$ cat src/rtl/shift_reg_bank.sv
// DEPTH-stage by WIDTH-bit register bank with shift-up/down, parallel load,
// per-stage valid tracking and a registered occupancy count.
module shift_reg_bank #(
    parameter int                 WIDTH   = 8,
    parameter int                 DEPTH   = 4,
    parameter logic [WIDTH-1:0]   RST_VAL = '0
) (
    input  logic                     Clk,
    input  logic                     Rst,
    input  logic                     En,
    input  logic                     Clr,
    input  logic [1:0]               Mode,
    input  logic [WIDTH-1:0]         D,
    input  logic                     Valid_in,
    input  logic [DEPTH*WIDTH-1:0]   P_in,
    output logic [DEPTH*WIDTH-1:0]   Q_par,
    output logic [WIDTH-1:0]         Q_hi,
    output logic [WIDTH-1:0]         Q_lo,
    output logic [DEPTH-1:0]         V_par,
    output logic [$clog2(DEPTH+1)-1:0] Count,
    output logic                     Full,
    output logic                     Empty
);

    localparam int              CW         = $clog2(DEPTH + 1);
    localparam logic [CW-1:0]   FULL_COUNT = CW'(DEPTH);

    typedef enum logic [1:0] {
        MODE_HOLD  = 2'b00,
        MODE_UP    = 2'b01,
        MODE_DOWN  = 2'b10,
        MODE_LOAD  = 2'b11
    } mode_t;

    logic [DEPTH-1:0][WIDTH-1:0] stage_q, stage_d;
    logic [DEPTH-1:0]            valid_q, valid_d;
    logic [CW-1:0]               count_q, count_d;

    always_comb begin
        stage_d = stage_q;
        valid_d = valid_q;
        if (Clr) begin
            stage_d = {DEPTH{RST_VAL}};
            valid_d = '0;
        end else if (En) begin
            case (mode_t'(Mode))
                MODE_UP: begin
                    stage_d = {stage_q[DEPTH-2:0], D};
                    valid_d = {valid_q[DEPTH-2:0], Valid_in};
                end
                MODE_DOWN: begin
                    stage_d = {D, stage_q[DEPTH-1:1]};
                    valid_d = {Valid_in, valid_q[DEPTH-1:1]};
                end
                MODE_LOAD: begin
                    stage_d = P_in;
                    valid_d = '1;
                end
                default: begin
                    stage_d = stage_q;
                    valid_d = valid_q;
                end
            endcase
        end
    end

    // Count tracks the next-state valid bits so it is never a cycle stale.
    always_comb begin
        count_d = '0;
        for (int i = 0; i < DEPTH; i++) begin
            count_d = count_d + CW'(valid_d[i]);
        end
    end

    always_ff @(posedge Clk or posedge Rst) begin
        if (Rst) begin
            stage_q <= {DEPTH{RST_VAL}};
            valid_q <= '0;
            count_q <= '0;
        end else begin
            stage_q <= stage_d;
            valid_q <= valid_d;
            count_q <= count_d;
        end
    end

    assign Q_par = stage_q;
    assign Q_hi  = stage_q[DEPTH-1];
    assign Q_lo  = stage_q[0];
    assign V_par = valid_q;
    assign Count = count_q;
    assign Full  = (count_q == FULL_COUNT);
    assign Empty = (count_q == '0);

endmodule
$ cat config.mk
export PLATFORM = sky130hd
export DESIGN_NAME = shift_reg_bank
export DESIGN_NICKNAME = d
export VERILOG_FILES = /design/src/rtl/shift_reg_bank.sv
export SDC_FILE = /design/constraint.sdc
export NUM_CORES = 1
export LEC_CHECK = 0
export ABC_AREA = 1
export ABC_CLOCK_PERIOD_IN_PS = 5100
export CAP_MARGIN = 15
export CORE_UTILIZATION = 48
export CTS_BUF_LIST = sky130_fd_sc_hd__clkbuf_8
export CTS_CLUSTER_DIAMETER = 60
export DETAILED_ROUTE_END_ITERATION = 6
export MAX_ROUTING_LAYER = met4
export PLACE_DENSITY_LB_ADDON = 0.1
export SYNTH_ARGS = -nofsm -noshare
export SYNTH_HDL_FRONTEND = slang
export SYNTH_SLANG_ARGS = --single-unit
$ cat constraint.sdc
create_clock -name Clk -period 5.1 [get_ports Clk]
set_input_delay 1.02 -clock Clk [delete_from_list [all_inputs] [get_ports Clk]]
set_output_delay 1.02 -clock Clk [all_outputs]
set_load 0.005 [all_outputs]
=== After elaboration in Yosys (flattened, before gate mapping) ===
Index checks and enable logic that the tools add are counted.

* Output and inout bits: 57
* Flip-flop bits (word level): 39

* Reductions and logical operators: 4
* Mux-type cells: 6
* Equal/unequal tests: 4
* $add $sub $neg: 3

{| class="wikitable"
|+ Operators with widths
! cell !! number
|-
| 32-bit case mux with 3 select lines || 1
|-
| 32-bit 2-to-1 mux || 2
|-
| 4-bit case mux with 3 select lines || 1
|-
| 4-bit 2-to-1 mux || 2
|-
| 2-bit == test (second input constant) || 2
|-
| 4-bit nonzero test || 1
|-
| 2-bit by 1-bit adder with 3-bit output || 1
|-
| 3-bit by 1-bit adder with 3-bit output || 1
|-
| 3-bit == test (second input constant) || 1
|-
| 3-bit logical NOT || 1
|-
| 1-bit by 1-bit adder with 2-bit output || 1
|-
| 2-bit by 1-bit == test with 1-bit output (second input constant) || 1
|-
| 2-bit AND reduction || 1
|-
| 2-bit nonzero test || 1
|}

=== Longest topological paths before layout ===
* Word-level depth: 7
* Gate-level depth with buffers: 10
* Mapped depth without buffers: 9

=== Worst setup path after synthesis ===
No wires, ideal clock.

* Kind: input -> register
* Start point: input Mode[0]
* End point: register count_q[1], in the netlist Count[1]
* Buffers on the path: 1
* Arrival: 2.493 ns
* Setup slack: 2.481 ns
* Stages: 9
* Path through: buf_6 -> o21ai_2 -> nand2_2 -> nor2_1 -> nor2_1 -> fa_1 -> inv_1 -> ha_1 -> ha_1

* Longest elaborated chain between the ends: 7
* Elaborated cells on any way between the ends: 9
* Classes of those cells: 3 x add/sub; 3 x eq/ne; 3 x mux

{| class="wikitable"
|+ RTL lines
! item !! RTL line !! text
|-
| from (decl) || 12 || <nowiki>input logic [1:0] Mode,</nowiki>
|-
| 2-bit == test / 2-bit by 1-bit == test with 1-bit output (equally long branches) || 46 || <nowiki>case (mode_t'(Mode))</nowiki>
|-
| 4-bit case mux with 3 select lines * || 46 ||
|-
| 4-bit 2-to-1 mux * || 45 || <nowiki>end else if (En) begin</nowiki>
|-
| 4-bit 2-to-1 mux * || 42 || <nowiki>if (Clr) begin</nowiki>
|-
| 1-bit by 1-bit adder with 2-bit output || 71 || <nowiki>count_d = count_d + CW'(valid_d[i]);</nowiki>
|-
| 2-bit by 1-bit adder with 3-bit output || 71 ||
|-
| 3-bit by 1-bit adder with 3-bit output * || 71 ||
|-
| net count_d[1] || 37 || <nowiki>logic [CW-1:0] count_q, count_d;</nowiki>
|-
| to (signal assigned) || 83 || <nowiki>count_q <= count_d;</nowiki>
|-
| to (decl) || 37 ||
|}

Mark *: on every way through the listed nets, which the timed path passes. The rest lies on a longest branch.
A chain may end at the register's enable or synchronous reset.

=== Worst setup path in the final report ===
Ends and elaborated chain as after synthesis.

==> impl_metrics.xml <==
<?xml version="1.0" encoding="UTF-8"?>
<metrics>
  <group name="run_status">
    <metric name="status" unit="">completed</metric>
  </group>
  <group name="detailed_routing">
    <metric name="detail-route-antenna-nets" unit="">0</metric>
    <metric name="via_per_instance_ratio" unit="">5.403</metric>
    <metric name="detailedRoute.firstPassIterationCount" unit="">5</metric>
    <metric name="detailroute.via_count" unit="">2707</metric>
    <metric name="drc" unit="">0</metric>
    <metric name="route.detailed.wl_per_inst" unit="um">14.20</metric>
    <metric name="route.final.wire_length" unit="um">7116</metric>
    <metric name="first_iter_violations" unit="">447</metric>
  </group>
  <group name="final_layout">
    <metric name="utilization" unit="%">70.44</metric>
    <metric name="layout-area-overhead-vs-synth" unit="%">37.14</metric>
    <metric name="diodes" unit="">0</metric>
    <metric name="final_area" unit="mm^2">0.003437</metric>
    <metric name="seqCellArea" unit="um^2">975.9</metric>
    <metric name="fin_cells" unit="">501</metric>
    <metric name="multi_input_area" unit="mm^2">0.001192</metric>
    <metric name="post_route_cells_drive_above_1_share" unit="%">4.378</metric>
    <metric name="nets" unit="">483</metric>
    <metric name="final.fill_count" unit="">424</metric>
  </group>
  <group name="die">
    <metric name="core.rowCount" unit="">25</metric>
    <metric name="die_height" unit="um">74.26</metric>
    <metric name="core_area" unit="mm^2">0.004880</metric>
    <metric name="dieWidth" unit="um">74.26</metric>
    <metric name="die_area" unit="mm^2">0.005514</metric>
    <metric name="initial_core_util" unit="%">51.36</metric>
    <metric name="boundaryPins" unit="">104</metric>
  </group>
  <group name="global_route">
    <metric name="vias_in_the_first_global_route" unit="">2276</metric>
    <metric name="groute.usage.overall" unit="%">27.72</metric>
    <metric name="globalRoute.totalOverflow" unit="">0</metric>
    <metric name="grt_start_max_net_pins" unit="">47</metric>
    <metric name="grt_first_pass_wirelength" unit="um">11270</metric>
    <metric name="initial_antenna_violation_count" unit="">0</metric>
  </group>
  <group name="timing">
    <metric name="report.final.setup_viol" unit="">0</metric>
    <metric name="drv_slew" unit="">0</metric>
    <metric name="fin_hold_ws" unit="ns">0.5069</metric>
    <metric name="worst_pin_slew" unit="ns">0.6064</metric>
    <metric name="rsz_0062_raised_after_global_routing" unit="">no</metric>
    <metric name="maxSlewHeadroom" unit="%">59.51</metric>
    <metric name="totalNegativeSetupSlack" unit="ns">0</metric>
    <metric name="final_period_minus_worst_setup_slack" unit="ns">3.500</metric>
    <metric name="timing.final.hold_violations" unit="">0</metric>
    <metric name="layout_setup_ws" unit="ns">1.600</metric>
    <metric name="final.setup_skew" unit="ns">0.005488</metric>
    <metric name="finalCritPeriodShare" unit="%">68.63</metric>
    <metric name="achievable-frequency" unit="MHz">285.7</metric>
  </group>
  <group name="power">
    <metric name="power_density" unit="mW/mm^2">209.6</metric>
    <metric name="portion_of_total_power_attributed_to_sequential_cells" unit="%">47.2</metric>
    <metric name="cell_internal_pwr" unit="uW">511.3</metric>
    <metric name="comb_power_share" unit="%">25.0</metric>
    <metric name="power.total" unit="uW">720.2</metric>
    <metric name="total_leakage_power" unit="nW">1.670</metric>
    <metric name="netSwitchingFraction" unit="%">29.01</metric>
    <metric name="power.share.clock" unit="%">27.8</metric>
    <metric name="p_sw" unit="uW">209.0</metric>
    <metric name="vdd_ir_drop_max" unit="V">0.0001165</metric>
  </group>
  <group name="synth">
    <metric name="part_of_the_yosys_area_used_for_sequential_elements" unit="%">38.94</metric>
    <metric name="yosys_most_used_dff" unit="">sky130_fd_sc_hd__dfrtp_1</metric>
    <metric name="post_synth.cell_area_avg" unit="um^2">6.981</metric>
    <metric name="synth_commonest_cells" unit="">sky130_fd_sc_hd__nand2_1 (145), sky130_fd_sc_hd__nand3_1 (98), sky130_fd_sc_hd__dfrtp_1 (39)</metric>
    <metric name="synth.ff_latch_count" unit="">39</metric>
    <metric name="yosys.area.top_type_share" unit="%">38.94</metric>
    <metric name="async_reset_ff_share" unit="%">100.0</metric>
    <metric name="yosys.area.top_type" unit="">sky130_fd_sc_hd__dfrtp_1</metric>
    <metric name="syn-cell-area" unit="mm^2">0.002506</metric>
    <metric name="synth_most_common_cell" unit="">sky130_fd_sc_hd__nand2_1</metric>
    <metric name="synth-edff-count" unit="">0</metric>
    <metric name="synth_cells" unit="">359</metric>
    <metric name="yosys.cell_types.count" unit="">21</metric>
    <metric name="synthesized_net_count" unit="">409</metric>
    <metric name="leading_post_synthesis_cells_by_cell_area" unit="">sky130_fd_sc_hd__dfrtp_1 (39%), sky130_fd_sc_hd__nand2_1 (22%), sky130_fd_sc_hd__nand3_1 (20%)</metric>
    <metric name="yosysWarnings" unit="">0</metric>
  </group>
  <group name="setup_path">
    <metric name="flop_to_flop_setup_slack" unit="ns">3.12</metric>
    <metric name="rr_worst_depth" unit="">9</metric>
    <metric name="timing.critical_path.from" unit="">Mode[0]</metric>
    <metric name="setup_cp_type" unit="">input pin to register</metric>
    <metric name="worst_path_max_delay_cell" unit="">sky130_fd_sc_hd__fa_1</metric>
    <metric name="end_kind" unit="">register</metric>
    <metric name="worst_path_fanout_max" unit="">36</metric>
    <metric name="sequence_of_cells_on_the_critical_path" unit="">clkdlybuf4s50_1 -&gt; buf_4 -&gt; inv_2 -&gt; nand2_1 -&gt; nand2_1 -&gt; nor2_1 -&gt; nor2_1 -&gt; fa_1 -&gt; inv_1 -&gt; ha_1 -&gt; ha_1</metric>
    <metric name="worst_setup_path_start_kind" unit="">input pin</metric>
    <metric name="required_time_worst_endpoint" unit="ns">5.27</metric>
    <metric name="slowest_delay" unit="ns">0.52</metric>
    <metric name="cp-endpoint" unit="">Count[1]</metric>
    <metric name="crit_arrival" unit="ns">3.67</metric>
    <metric name="r2r_end" unit="">Count[1]</metric>
    <metric name="timing.rr.start" unit="">V_par[0]</metric>
  </group>
  <group name="cts">
    <metric name="cts_bufs_inserted" unit="">5</metric>
    <metric name="clock-sinks" unit="">39</metric>
    <metric name="cts_root_buf" unit="">sky130_fd_sc_hd__clkbuf_8</metric>
    <metric name="clk_pin_slew_worst_paths" unit="ns">0.08</metric>
    <metric name="tritoncts" unit="">done</metric>
    <metric name="postCtsSetupRepairBufs" unit="">0</metric>
    <metric name="cts-resized-gates" unit="">0</metric>
    <metric name="cts_htree_levels" unit="">2</metric>
    <metric name="cts_hold_buffers" unit="">0</metric>
    <metric name="clock_tree.buffer_depth" unit="">2</metric>
    <metric name="insertion_delay" unit="ns">0.29</metric>
  </group>
  <group name="placed_design">
    <metric name="detailed_place.area" unit="mm^2">0.003356</metric>
    <metric name="placed_cells_incl_taps" unit="">493</metric>
    <metric name="io_buffer_count" unit="">103</metric>
    <metric name="hpwlAfterDp" unit="um">4844</metric>
    <metric name="pre_cts_slack" unit="ns">1.363</metric>
    <metric name="gpl.final_weighted_congestion" unit="">0.8908</metric>
  </group>
  <group name="run">
    <metric name="max_cap_viol_count" unit="">0</metric>
  </group>
  <group name="worst_hold_path">
    <metric name="worst_hold_path_type" unit="">register to register</metric>
    <metric name="hold_path.startpoint" unit="">V_par[1]</metric>
  </group>
</metrics>
## power groups by stage
stage | sequential (mW) | combinational, mW | clock, mW
2_1_floorplan | 0.344 | 0.0916 | 0
4_1_cts | 0.340 | 0.179 | 0.204
3_3_place_gp | 0.345 | 0.175 | 0
3_5_place_dp | 0.346 | 0.178 | 0
5_1_grt | 0.343 | 0.197 | 0.216
6_report | 0.340 | 0.180 | 0.200
## flip-flops by register name, indices dropped and copies added, names as in the netlist
| name | flops |
|---|---|
| Q_lo | 8 |
| V_par | 4 |
| Count | 3 |
| Q_par | 16 |
| Q_hi | 8 |
## placed cells by master (no fill, tap or decap), drive strengths merged
| cell | instances |
|---|---|
| clkdlybuf4s50 | 102 |
| nand4 | 3 |
| ha | 2 |
| dfrtp | 39 |
| fa | 1 |
| o21ai | 1 |
| a21oi | 1 |
| clkbuf | 5 |
| nor3b | 1 |
| inv | 16 |
| nor3 | 1 |
| clkinv | 1 |
| nor2 | 12 |
| nand2 | 147 |
| nand3 | 98 |
| buf | 4 |
## per-layer routing
metal / share of wire, % / up-vias / GRT usage [%]
met4: 1.2 / 0 / 7.547
met5: 0 / - / -
li1: - / 1291 / -
met3: 9.7 / 13 / 5.420
met1: 44 / 1220 / 40.03
met2: 45 / 183 / 39.60
## worst min path at each step
stage | to | cells after the start
after floorplan | V_par[0] | 2
after global placement | V_par[0] | 2
after detailed placement | V_par[1] | 2
after CTS | V_par[1] | 2
after global routing | V_par[0] | 2
final | V_par[1] | 2
## critical path, delay by kind of cell
family | cells | cell delay [ns]
buffers and inverters | 4 | 1.18
adders and majority gates | 3 | 0.98
and+or+nand+nor | 4 | 0.47
## area by class of cell
class	instances	area share, %
Sequential cell	39	28.39
Tap cell	67	2.439
Inverter	14	1.602
Clock buffer	5	2.002
Multi-Input combinational cell	267	34.69
Clock inverter	3	0.3640
Timing Repair Buffer	106	30.51
## cells by family after synthesis
group                    synth area share [%]
AND/OR/NAND/NOR                         45.23
AO/OA/AOI/OAI                          0.5490
flip-flops                              38.94
adder cells (fa/ha/maj)                 1.797
buffers and inverters                   13.48
No activity file was read; power rests on OpenSTA's default activity.
